File: src/rtl/arithm_seq.sv
// Small sequential arithmetic unit with a valid/ready handshake on both sides.
// Single-cycle ALU ops finish one cycle after accept. MUL/MULHU/DIVU/REMU
// run as radix-2 iterations over bitWidth cycles, sharing one 2*bitWidth
// accumulator.
module arithm_seq #(
  parameter int bitWidth = 32
) (
  input  logic                clk_i,
  input  logic                rst_i,
  input  logic                valid_i,
  input  logic [3:0]          op_i,
  input  logic [bitWidth-1:0] rs1_i,
  input  logic [bitWidth-1:0] rs2_i,
  output logic                ready_o,
  input  logic                flush_i,
  output logic                valid_o,
  output logic [bitWidth-1:0] result_o,
  input  logic                ready_i,
  output logic                busy_o
);

  localparam int SW = $clog2(bitWidth);

  typedef enum logic [1:0] {IDLE, BUSY, DONE} state_t;

  state_t state_reg, state_next;

  logic                  accept;
  logic                  is_iter;
  logic                  last_step;
  logic [SW-1:0]         shamt;
  logic [bitWidth-1:0]   alu_result;

  // Iterative datapath state
  logic [2*bitWidth-1:0] acc_reg;
  logic [2*bitWidth-1:0] acc_step;
  logic [bitWidth-1:0]   opnd_reg;
  logic [SW-1:0]         cnt_reg;
  logic                  is_div_reg;
  logic                  hi_sel_reg;
  logic [bitWidth-1:0]   result_reg;
  logic [bitWidth:0]     mul_sum;
  logic [bitWidth:0]     div_diff;

  assign accept    = valid_i & ready_o;
  assign is_iter   = (op_i >= 4'd10) && (op_i <= 4'd13);
  assign last_step = (state_reg == BUSY) && (cnt_reg == SW'(bitWidth - 1));
  assign shamt     = rs2_i[SW-1:0];
  assign result_o  = result_reg;

  // State register
  always_ff @(posedge clk_i or posedge rst_i) begin
    if (rst_i) begin
      state_reg <= IDLE;
    end else begin
      state_reg <= state_next;
    end
  end

  // Next-state logic; flush overrides both accept and consume
  always_comb begin
    state_next = state_reg;
    if (flush_i) begin
      state_next = IDLE;
    end else begin
      case (state_reg)
        IDLE: begin
          if (accept) state_next = is_iter ? BUSY : DONE;
        end
        BUSY: begin
          if (last_step) state_next = DONE;
        end
        DONE: begin
          if (ready_i) begin
            if (accept) state_next = is_iter ? BUSY : DONE;
            else        state_next = IDLE;
          end
        end
        default: state_next = IDLE;
      endcase
    end
  end

  // Handshake and status outputs decoded from the state
  always_comb begin
    ready_o = 1'b0;
    valid_o = (state_reg == DONE);
    busy_o  = (state_reg == BUSY);
    if (!flush_i) begin
      case (state_reg)
        IDLE:    ready_o = 1'b1;
        DONE:    ready_o = ready_i;
        default: ready_o = 1'b0;
      endcase
    end
  end

  // Single-cycle operations; codes 10-15 yield zero here
  always_comb begin
    case (op_i)
      4'd0:    alu_result = rs1_i + rs2_i;
      4'd1:    alu_result = rs1_i - rs2_i;
      4'd2:    alu_result = rs1_i & rs2_i;
      4'd3:    alu_result = rs1_i | rs2_i;
      4'd4:    alu_result = rs1_i ^ rs2_i;
      4'd5:    alu_result = {{(bitWidth-1){1'b0}}, ($signed(rs1_i) < $signed(rs2_i))};
      4'd6:    alu_result = {{(bitWidth-1){1'b0}}, (rs1_i < rs2_i)};
      4'd7:    alu_result = rs1_i << shamt;
      4'd8:    alu_result = rs1_i >> shamt;
      4'd9:    alu_result = $unsigned($signed(rs1_i) >>> shamt);
      default: alu_result = '0;
    endcase
  end

  // One radix-2 step: shift-add multiply, or restoring shift-subtract divide.
  // For divide the accumulator holds {remainder, quotient}; a borrow in
  // bit bitWidth of the trial difference means the divisor did not fit.
  always_comb begin
    mul_sum  = {1'b0, acc_reg[2*bitWidth-1:bitWidth]}
             + ({1'b0, opnd_reg} & {(bitWidth+1){acc_reg[0]}});
    div_diff = acc_reg[2*bitWidth-1:bitWidth-1] - {1'b0, opnd_reg};
    if (is_div_reg) begin
      if (div_diff[bitWidth]) acc_step = {acc_reg[2*bitWidth-2:0], 1'b0};
      else                    acc_step = {div_diff[bitWidth-1:0], acc_reg[bitWidth-2:0], 1'b1};
    end else begin
      acc_step = {mul_sum, acc_reg[bitWidth-1:1]};
    end
  end

  // Operand latch, iteration and result register
  always_ff @(posedge clk_i or posedge rst_i) begin
    if (rst_i) begin
      acc_reg    <= '0;
      opnd_reg   <= '0;
      cnt_reg    <= '0;
      is_div_reg <= 1'b0;
      hi_sel_reg <= 1'b0;
      result_reg <= '0;
    end else if (flush_i) begin
      acc_reg    <= '0;
      cnt_reg    <= '0;
      result_reg <= '0;
    end else if (accept) begin
      if (is_iter) begin
        // MUL/MULHU: multiplier rs2 shifts out of the low half.
        // DIVU/REMU: dividend rs1 shifts into the remainder half.
        is_div_reg <= op_i[2];
        hi_sel_reg <= op_i[0];
        opnd_reg   <= op_i[2] ? rs2_i : rs1_i;
        acc_reg    <= {{bitWidth{1'b0}}, (op_i[2] ? rs1_i : rs2_i)};
        cnt_reg    <= '0;
      end else begin
        result_reg <= alu_result;
      end
    end else if (state_reg == BUSY) begin
      acc_reg <= acc_step;
      cnt_reg <= cnt_reg + 1'b1;
      // High half is MULHU product or REMU remainder; low half is MUL or DIVU
      if (last_step) begin
        result_reg <= hi_sel_reg ? acc_step[2*bitWidth-1:bitWidth]
                                 : acc_step[bitWidth-1:0];
      end
    end
  end

endmodule

File: config.mk
export PLATFORM = sky130hd
export DESIGN_NAME = arithm_seq
export DESIGN_NICKNAME = d
export VERILOG_FILES = /design/src/rtl/arithm_seq.sv
export SDC_FILE = /design/constraint.sdc
export NUM_CORES = 1
export LEC_CHECK = 0
export CORE_ASPECT_RATIO = 1.75
export CORE_MARGIN = 2
export CORE_UTILIZATION = 45
export DETAILED_ROUTE_END_ITERATION = 6
export SYNTH_ARGS = -nofsm -noshare
export SYNTH_HDL_FRONTEND = slang
export SYNTH_SLANG_ARGS = --single-unit
File: constraint.sdc
create_clock -name clk_i -period 4.85 [get_ports clk_i]
set_input_delay 0.485 -clock clk_i [delete_from_list [all_inputs] [get_ports clk_i]]
set_output_delay 0.485 -clock clk_i [all_outputs]
set_load 0.05 [all_outputs]
==> results of run 1 <==
==> power breakdown <==
| part | leakage [nW] | internal, W | switching [W] |
|---|---|---|---|
| combinational | 8.35 | 0.00106 | 0.00194 |
| clock | 0.277 | 0.000715 | 0.000567 |
| sequential | 1.78 | 0.00132 | 0.000233 |
| total | 10.4 | 0.00310 | 0.00274 |
==> Yosys cell counts (all sizes together), types with 25 or more instances <==
cell	count	area (sq um)
a21oi	288	1440
nand2	275	1030
nor2	253	950
o21ai	200	1000
clkbuf	172	646
ha	166	2080
inv	155	582
mux2i	154	1540
dfrtp	137	3430
a21o	66	498
and2	53	333
xnor2	46	403
buf	45	223
nor3	43	215
a211oi	39	298
o31ai	39	307
o211ai	37	278
nand3	36	180
a31oi	35	219
a2111oi	31	278
mux2	31	349
a221oi	27	243
nand4	27	169
mux4	26	586
a22o	25	219
nand2b	25	156
==> kinds of logic after synthesis <==
family / after synthesis / share of synthesized area
DFF: 137 / 0.170
xor gates and xnor gates: 68 / 0.0295
adders and majority gates: 170 / 0.107
muxes: 211 / 0.123
buffers and inverters: 375 / 0.0723
AOI/OAI and AO/OA: 979 / 0.320
and+or+nand+nor: 795 / 0.179
==> final timing paths <==
check | from | end | slack (ns) | cells past startpoint
worst max-delay path | acc_reg[0] | acc_reg[59] | 0.59 | 12
worst min-delay path | result_o[14] | result_o[14] | 0.49 | 2
worst max register to register | acc_reg[0] | acc_reg[59] | 0.59 | 12
worst min register to register | result_o[14] | result_o[14] | 0.49 | 2
max in group asynchronous | rst_i | result_o[13] | 3.27 | 3
min in group asynchronous | rst_i | result_o[6] | 0.53 | 2
==> through the flow <==
step	setup WS, ns	cells	util	instance area [sq um]
3_5_place_dp	0.226	3313	0.499	22100
4_1_cts	0.658	3344	0.512	22700
3_3_place_gp	0.313	3313	0.499	22100
6_report	0.588	3345	0.512	22700
5_1_grt	0.373	3344	0.512	22700
2_1_floorplan	0.587	2735	-	20200
==> final cells by class <==
type / count / area [sq um]
diodes: 1 / 2.50
clock buffers: 17 / 425
clock inverters: 14 / 138
fillers: 4462 / 21600
inverters: 158 / 598
multi-input cells: 2223 / 15400
flip-flops and latches: 137 / 3430
well taps: 572 / 716
repair buffers: 223 / 1980
==> critical path, cell delays in order (launching register included) <==
cell,delay (ns)
dfrtp_1,0.78
buf_4,0.34
and2_1,0.15
ha_1,0.33
a21oi_1,0.24
o21ai_0,0.21
nor2_1,0.30
nand4_1,0.35
and3_1,0.35
a221o_1,0.35
xor2_1,0.14
o21ai_0,0.41
o21ai_0,0.15
==> layer usage <==
layer | up-vias | track usage
li1 | 10100 | -
met1 | 10800 | 0.440
met2 | 976 | 0.692
met3 | 307 | 0.0344
met4 | 2 | 0.269
met5 | - | 0
==> impl_metrics.yaml, run 1 <==
global_route:
  grt_pass1_vias: 21900
  overflow: 0
  antenna_found_initial: 2
  grt_first_pass_wirelength_microns: 137000
  grtUsageTotal: 0.393
  grt_max_degree: 91
finish:
  finalNetCount: 3003
  drive_gt1_frac: 0.0887
  syn2layout_area_growth_pct: 12.2
  final_common_cell: "a21oi_1"
  layout_common_cells: "a21oi_1 (288), nand2_1 (275), nor2_1 (253)"
  largest_reg_flops: 64
yosys:
  postSynthAreaPerCell_sq_um: 7.39
  ys_seq_elements: 137
  yosys_warnings: 0
  synthDistinctLibCells: 92
  seq_area_frac_synth: 0.170
  syn-instance-count: 2735
  syn-num-nets: 2978
  synthArstFlopShare: 1.00
  syn-cell-area_sq_mm: 0.0202
  synth_edf_count: 0
  synth_ff_type: "dfrtp_1"
timing:
  max_slew_margin: 0.259
  worstMarginPinSlew_ns: 1.11
  finalHoldViolCount: 0
  min_period_over_period: 0.879
  clock_skew_ns: 0.0189
  final_max_slew_viol_count: 0
  fin_crit_ns: 4.26
  fmax_mhz: 235
  rsz0062_at_grt: "no"
  hold_ws_ns: 0.490
  totalNegativeSetupSlack_ns: 0
  setup_viol: 0
clock_network:
  cts_num_sinks: 137
  postCtsSetupRepairBufs: 0
  postCtsHoldBufs: 0
  clk_latency_ns: 0.45
  cts_tree: "yes"
  cts_max_path_buffers: 2
  cts_made_buffers: 17
  htree_levels: 4
  root_buffer: "clkbuf_16"
  clkTransAtPathRegs_ns: 0.07
  postCtsResizedCells: 0
detailed_routing:
  routed.top_layer: "met5"
  routed_wl_microns: 93400
  wl_met2_microns: 47100
  vias_per_cell: 6.63
  drt_iter0_markers: 1743
  first_pass_iters: 6
  met3_length_microns: 4720
  drc: 0
  vias: 22200
  wl_met1_microns: 34200
  antenna_left: 0
  wl_per_cell_microns: 27.9
min_path:
  min_path_type: "reg -> reg"
floorplan:
  die_width_microns: 164
  start_util: 0.456
  die_h_microns: 284
  io_pins: 108
  rows: 102
  core_area_sq_mm: 0.0443
  die_area_sq_mm: 0.0467
run_status:
  outcome: "complete, no violations"
setup_path:
  cp.required_ns: 5.14
  end_kind: "flip-flop"
  cp_max_fo: 19
  worst-setup-path-type: "reg -> reg"
  startpoint_type: "flip-flop"
  cp.arrival_ns: 4.55
power_and_ir_drop:
  leakage_nw: 10.4
  finalPower_w: 0.00584
  power.density_mw_per_mm2: 258
  vdd_drop_max_uv: 288
run:
  cap_violations: 0
place:
  dp_hpwl_microns: 74900
  port_buffers: 107
  place.gp.congestion: 1.07
Note: power is estimated with default switching activity, not from simulation.
==> inputs of run 2 (changes only) <==
- CTS_CLUSTER_SIZE: unset -> 25
==> results of run 2 <==
The final DEF is identical to that of run 1; final timing and power are the same.
==> RTL edit 1 (config.mk and constraints of run 2) <==
Change the parameter `bitWidth` from 32 to 16.
--- a/src/rtl/arithm_seq.sv
+++ b/src/rtl/arithm_seq.sv
@@ -3,7 +3,7 @@
 // run as radix-2 iterations over bitWidth cycles, sharing one 2*bitWidth
 // accumulator.
 module arithm_seq #(
-  parameter int bitWidth = 32
+  parameter int bitWidth = 16
 ) (
   input  logic                clk_i,
   input  logic                rst_i,
Ports: changed (resized result_o, rs1_i and rs2_i); port bits go from 108 to 60. No check against the original RTL was run, so the function may have changed too.
==> RTL edit 1 against run 2 <==
- sequential share of layout area increased by 1.8 points
- worst setup slack improved by 0.40 ns
- global-route usage decreased by 7.9 points
- routed wire length decreased by 63%
- cell area decreased by 53%
- critical endpoint is now result_o[0]
- critical path depth decreased by 1
- sequential cell count decreased by 65
- total power decreased by 45%
- worst hold slack got worse by 0.011 ns
- maximum frequency increased by 10%
- sequential power decreased by 45%
- first-iteration DRC count decreased by 53%
- synthesized area decreased by 53%
==> RTL edit 1: results (changes against run 2) <==
Logic synthesis
  • Synth cell types: 84 (was 92)
  • Post-synthesis sequential area ratio: 18.8% (was 17.0%)
  • Xor and xnor area share after synthesis: 2.84% (was 2.95%)
  • Mux cell area share after synthesis: 14.2% (was 12.3%)
  • Compound-gate portion of the synthesized area: 28.0% (was 32.0%)
  • Syn_area_per_cell: 7.95 um^2 (was 7.39 um^2)
  • Synth area leaders: dfrtp_1, ha_1, mux4_2, mux2i_1, a21oi_1 (was dfrtp_1, ha_1, mux2i_1, a21oi_1, nand2_1)
  • Synth Area in Adders: 11.8% (was 10.7%)
  • Most frequent cells after synthesis: nor2_1, a21oi_1, nand2_1, ha_1 (was a21oi_1, nand2_1, nor2_1, o21ai_0, clkbuf_1)

Clocking
  • TritonCTS buffer count: 9 (was 17)
  • Worst-Skew Late Latency: 0.34 ns (was 0.45 ns)
  • CTS H-tree lvls: 3 (was 4)

Detailed routing
  • Pre-antenna DRT Iters: 6 (unchanged)
  • Post-Route M1 WL: 12.8 mm (was 34.2 mm)
  • DR iter-0 viols: 819 (was 1743)
  • Vias: 9646 (was 22.2k)
  • Top sig layer: met4 (was met5)
  • WL met2: 18.4 mm (was 47.1 mm)
  • Met3 wire length: 1.55 mm (was 4.72 mm)
  • Routed len/inst: 23.7 um (was 27.9 um)

Cells and area
  • Nets: 1345 (was 3003)
  • Ant. Diodes: 0 (was 1)
  • Max reg flops: 32 (was 64)
  • Final cell count without fillers: 1473 (was 3345)
  • Fraction of layout instances using a drive strength above 1: 10.5% (was 8.87%)

GRT
  • Initial antenna violation count: 1 (was 2)
  • Vias in the first global route: 9320 (was 21.9k)
  • First-pass GRT wire length: 54.1 mm (was 137 mm)
  • All-Layer GR Usage: 31.4% (was 39.3%)
  • GR Layer Usage met3: 2.15% (was 3.44%)
  • Largest net degree at the start of global routing: 43 (was 91)
  • M2 GR Usage: 57.6% (was 69.2%)
  • Met1 usage in global routing: 35.2% (was 44.0%)

Setup path
  • CP max stage cell: a221oi_1 (was dfrtp_1)
  • Max incr delay on CP: 0.74 ns (was 0.78 ns)
  • CP max FO: 12 (was 19)
  • CP arrival: 4.07 ns (was 4.55 ns)

Place
  • Cell area after placement: 10400 um^2 (was 22100 um^2)
  • Final RePlAce weighted congestion: 1.00 (was 1.07)
  • Inst Count DP: 1457 (was 3313)
  • Dpl ws: 0.744 ns (was 0.226 ns)
  • Post-DP HPWL: 27.4 mm (was 74.9 mm)
  • Port Buffer Count: 59 (was 107)

Power
  • Worst vdd ir: 0.164 mV (was 0.288 mV)
  • Combinational Power Share: 52.0% (was 51.4%)
  • Power share of the sequential group: 26.8% (was 26.7%)
  • Sw Pwr: 1.44 mW (was 2.74 mW)
  • Combinational Power: 1.66 mW (was 3.00 mW)

Timing
  • Worst-Margin Slew: 1.14 ns (was 1.11 ns)
  • Clk_skew: 0.00830 ns (was 0.0189 ns)

Status
  • Status: completed (unchanged)
RTL edit 1: changes by cell type after synthesis, sizes merged, moves of 50 or more:
cell | before | now
nand2 | 275 | 96
mux2i | 154 | 50
o21ai | 200 | 86
a21o | 66 | 16
dfrtp | 137 | 72
ha | 166 | 84
inv | 155 | 77
clkbuf | 172 | 71
nor2 | 253 | 117
a21oi | 288 | 98
RTL edit 1: layout make-up:
type	count	area, um^2
fill	2071	10300
multi-input combinational	962	7130
sequential	72	1800
timing repair buffer	94	838
tap	252	315
inverter	77	289
clock buffer	9	225
clock inverter	7	70.1
RTL edit 1: path summary, 6_finish.rpt:
path,start,endpoint,slack (ns),depth (start not counted)
setup / recovery,rs1_i[2],result_o[0],0.99,11
hold / removal,acc_reg[15],acc_reg[15],0.48,1
setup reg to reg,acc_reg[15],acc_reg[23],1.10,13
hold reg to reg,acc_reg[15],acc_reg[15],0.48,1
max in group asynchronous,rst_i,acc_reg[18],3.18,3
min in group asynchronous,rst_i,cnt_reg[3],0.65,2
==> RTL edit 2 (flow settings as in run 2) <==
Made on the original files. Reset style: synchronous (`rst_i`), changed in 2 clocked blocks.
--- a/src/rtl/arithm_seq.sv
+++ b/src/rtl/arithm_seq.sv
@@ -49,7 +49,7 @@
   assign result_o  = result_reg;
 
   // State register
-  always_ff @(posedge clk_i or posedge rst_i) begin
+  always_ff @(posedge clk_i) begin
     if (rst_i) begin
       state_reg <= IDLE;
     end else begin
@@ -128,7 +128,7 @@
   end
 
   // Operand latch, iteration and result register
-  always_ff @(posedge clk_i or posedge rst_i) begin
+  always_ff @(posedge clk_i) begin
     if (rst_i) begin
       acc_reg    <= '0;
       opnd_reg   <= '0;
Behaviour: differs if rst_i is asserted again (counterexample within 4 cycles, from zero or initial values and one cycle with rst_i high); with rst_i held inactive, the same outputs for 4 cycles.
==> RTL edit 2 against run 2 <==
- cell count is 2.0% lower
- cell area down 3.7%
- synthesized area down 4.9%
- routed wire length down 4.9%
- highest routed layer unchanged
- critical path type is now in2reg
- sequential cell count unchanged
- worst setup slack worse by 0.034 ns
- total power shrank 23%
- first-iteration DRC count is 1.1% higher
==> RTL edit 2: results (changes against run 2) <==
GRT
  • Largest net degree at the start of global routing: 92 (was 91)
  • GR Layer Usage met3: 3.72% (was 3.44%)
  • Initial antenna violation count: 1 (was 2)
  • Met1 usage in global routing: 42.7% (was 44.0%)
  • First-pass GRT wire length: 132 mm (was 137 mm)
  • All-Layer GR Usage: 38.9% (was 39.3%)
  • M2 GR Usage: 71.2% (was 69.2%)

Timing
  • Clk_skew: 0.0112 ns (was 0.0189 ns)
  • Worst-Margin Slew: 1.04 ns (was 1.11 ns)

Clocking
  • Worst-Skew Late Latency: 0.44 ns
  • CTS resizes: 0 (unchanged)
  • Root Driver: clkbuf_16 (unchanged)
  • CTS H-tree lvls: 4 (unchanged)
  • Clock sinks: 137 (unchanged)
  • Max Root-Sink Buffers: 2 (unchanged)
  • TritonCTS buffer count: 17 (unchanged)
  • Reg clk slew, reported paths: 0.06 ns
  • Setup bufs post-CTS: 0 (unchanged)

Min path
  • Type of the most critical hold path: reg2reg (unchanged)

Detailed routing
  • Post-Route M1 WL: 32.6 mm (was 34.2 mm)
  • WL met2: 45.0 mm (was 47.1 mm)
  • Routed len/inst: 27.1 um (was 27.9 um)
  • DR iter-0 viols: 1762 (was 1743)
  • Vias: 21.4k (was 22.2k)
  • Post-Route WL: 88.9 mm (was 93.4 mm)
  • Met3 wire length: 4.58 mm (was 4.72 mm)

Place
  • Final RePlAce weighted congestion: 1.02 (was 1.07)
  • Post-DP HPWL: 70.6 mm (was 74.9 mm)
  • Inst Count DP: 3246 (was 3313)
  • Dpl ws: 0.242 ns (was 0.226 ns)
  • Port Buffer Count: 107 (unchanged)
  • Cell area after placement: 21200 um^2 (was 22100 um^2)

Logic synthesis
  • Synth Area in Adders: 11.2% (was 10.7%)
  • Mux cell area share after synthesis: 13.8% (was 12.3%)
  • Most frequent cells after synthesis: nor2_1, a21oi_1, nand2_1, o21ai_0 (was a21oi_1, nand2_1, nor2_1, o21ai_0, clkbuf_1)
  • Mapped Nets: 2908 (was 2978)
  • Post-synthesis sequential area ratio: 14.3% (was 17.0%)
  • Syn_area_per_cell: 7.21 um^2 (was 7.39 um^2)
  • Synth cell types: 87 (was 92)
  • Synth area leaders: dfxtp_1, ha_1, mux2i_1, a21oi_1, nor2_1 (was dfrtp_1, ha_1, mux2i_1, a21oi_1, nand2_1)
  • Xor and xnor area share after synthesis: 3.96% (was 2.95%)
  • Compound-gate portion of the synthesized area: 31.6% (was 32.0%)
  • Dominant synthesized flop cell: dfxtp_1 (was dfrtp_1)
  • Post-synth ARST share: 0% (was 100%)
  • Yosys Warn Count: 0 (unchanged)

Cells and area
  • Max reg flops: 64 (unchanged)
  • Ant. Diodes: 0 (was 1)
  • Fill cells: 4333 (was 4462)
  • Fraction of layout instances using a drive strength above 1: 10.2% (was 8.87%)

Power
  • Sw Pwr: 1.77 mW (was 2.74 mW)
  • Worst vdd ir: 0.268 mV (was 0.288 mV)
  • Leakage: 9.11 nW (was 10.4 nW)

Setup path
  • CP max FO: 9 (was 19)
  • CP arrival: 4.66 ns (was 4.55 ns)

Status
  • Status: completed (unchanged)
==> RTL edit 2: changes by cell type in the layout (fill, tap and decap cells not counted), sizes merged, moves of 25 or more <==
cell            run 2  this run
nand2             275       209
nor2              253       318
nand3              36        69
a22o               25         0
a211oi             39       109
a2111oi            31         4
dfrtp             137         0
dfxtp               0       137
==> RTL edit 2: path summary, 6_finish.rpt <==
check	startpoint	slack, ns	depth (start not counted)	end
worst max-delay path	rs2_i[5]	0.55	16	result_o[30]
worst min-delay path	cnt_reg[4]	0.49	2	cnt_reg[4]
worst max register to register	acc_reg[0]	0.56	17	result_o[25]
worst min register to register	cnt_reg[4]	0.49	2	cnt_reg[4]
==> RTL edit 2: worst max-delay path, stage by stage <==
cell,delay [ns]
clkdlybuf4s50_1,0.57
inv_1,0.09
ha_1,0.43
nor3_1,0.17
o21ai_1,0.12
a21oi_1,0.35
o31ai_1,0.14
buf_4,0.17
o31ai_1,0.49
a221oi_1,0.16
buf_4,0.19
o41ai_1,0.43
a22oi_2,0.10
xnor2_1,0.16
or4_4,0.51
o211ai_2,0.07
==> RTL edit 2: power groups by stage <==
stage               logic, mW  clock network, mW  registers (mW)
floorplan                1.14                  0            1.21
global placement         1.84                  0            1.19
detailed placement       1.84                  0            1.19
CTS                      1.85               1.44            1.17
global route             2.00               1.48            1.17
finish                   1.89               1.43            1.17
==> RTL edit 2: cell type report <==
class / instances / area (um^2) / share of cell area (%)
clock buffer: 19 / 443 / 2.03
sequential: 137 / 2750 / 12.6
tap: 561 / 702 / 3.22
multi-input combinational: 2163 / 15100 / 69.3
inverter: 143 / 537 / 2.46
timing repair buffer: 242 / 2080 / 9.54
clock inverter: 13 / 193 / 0.883
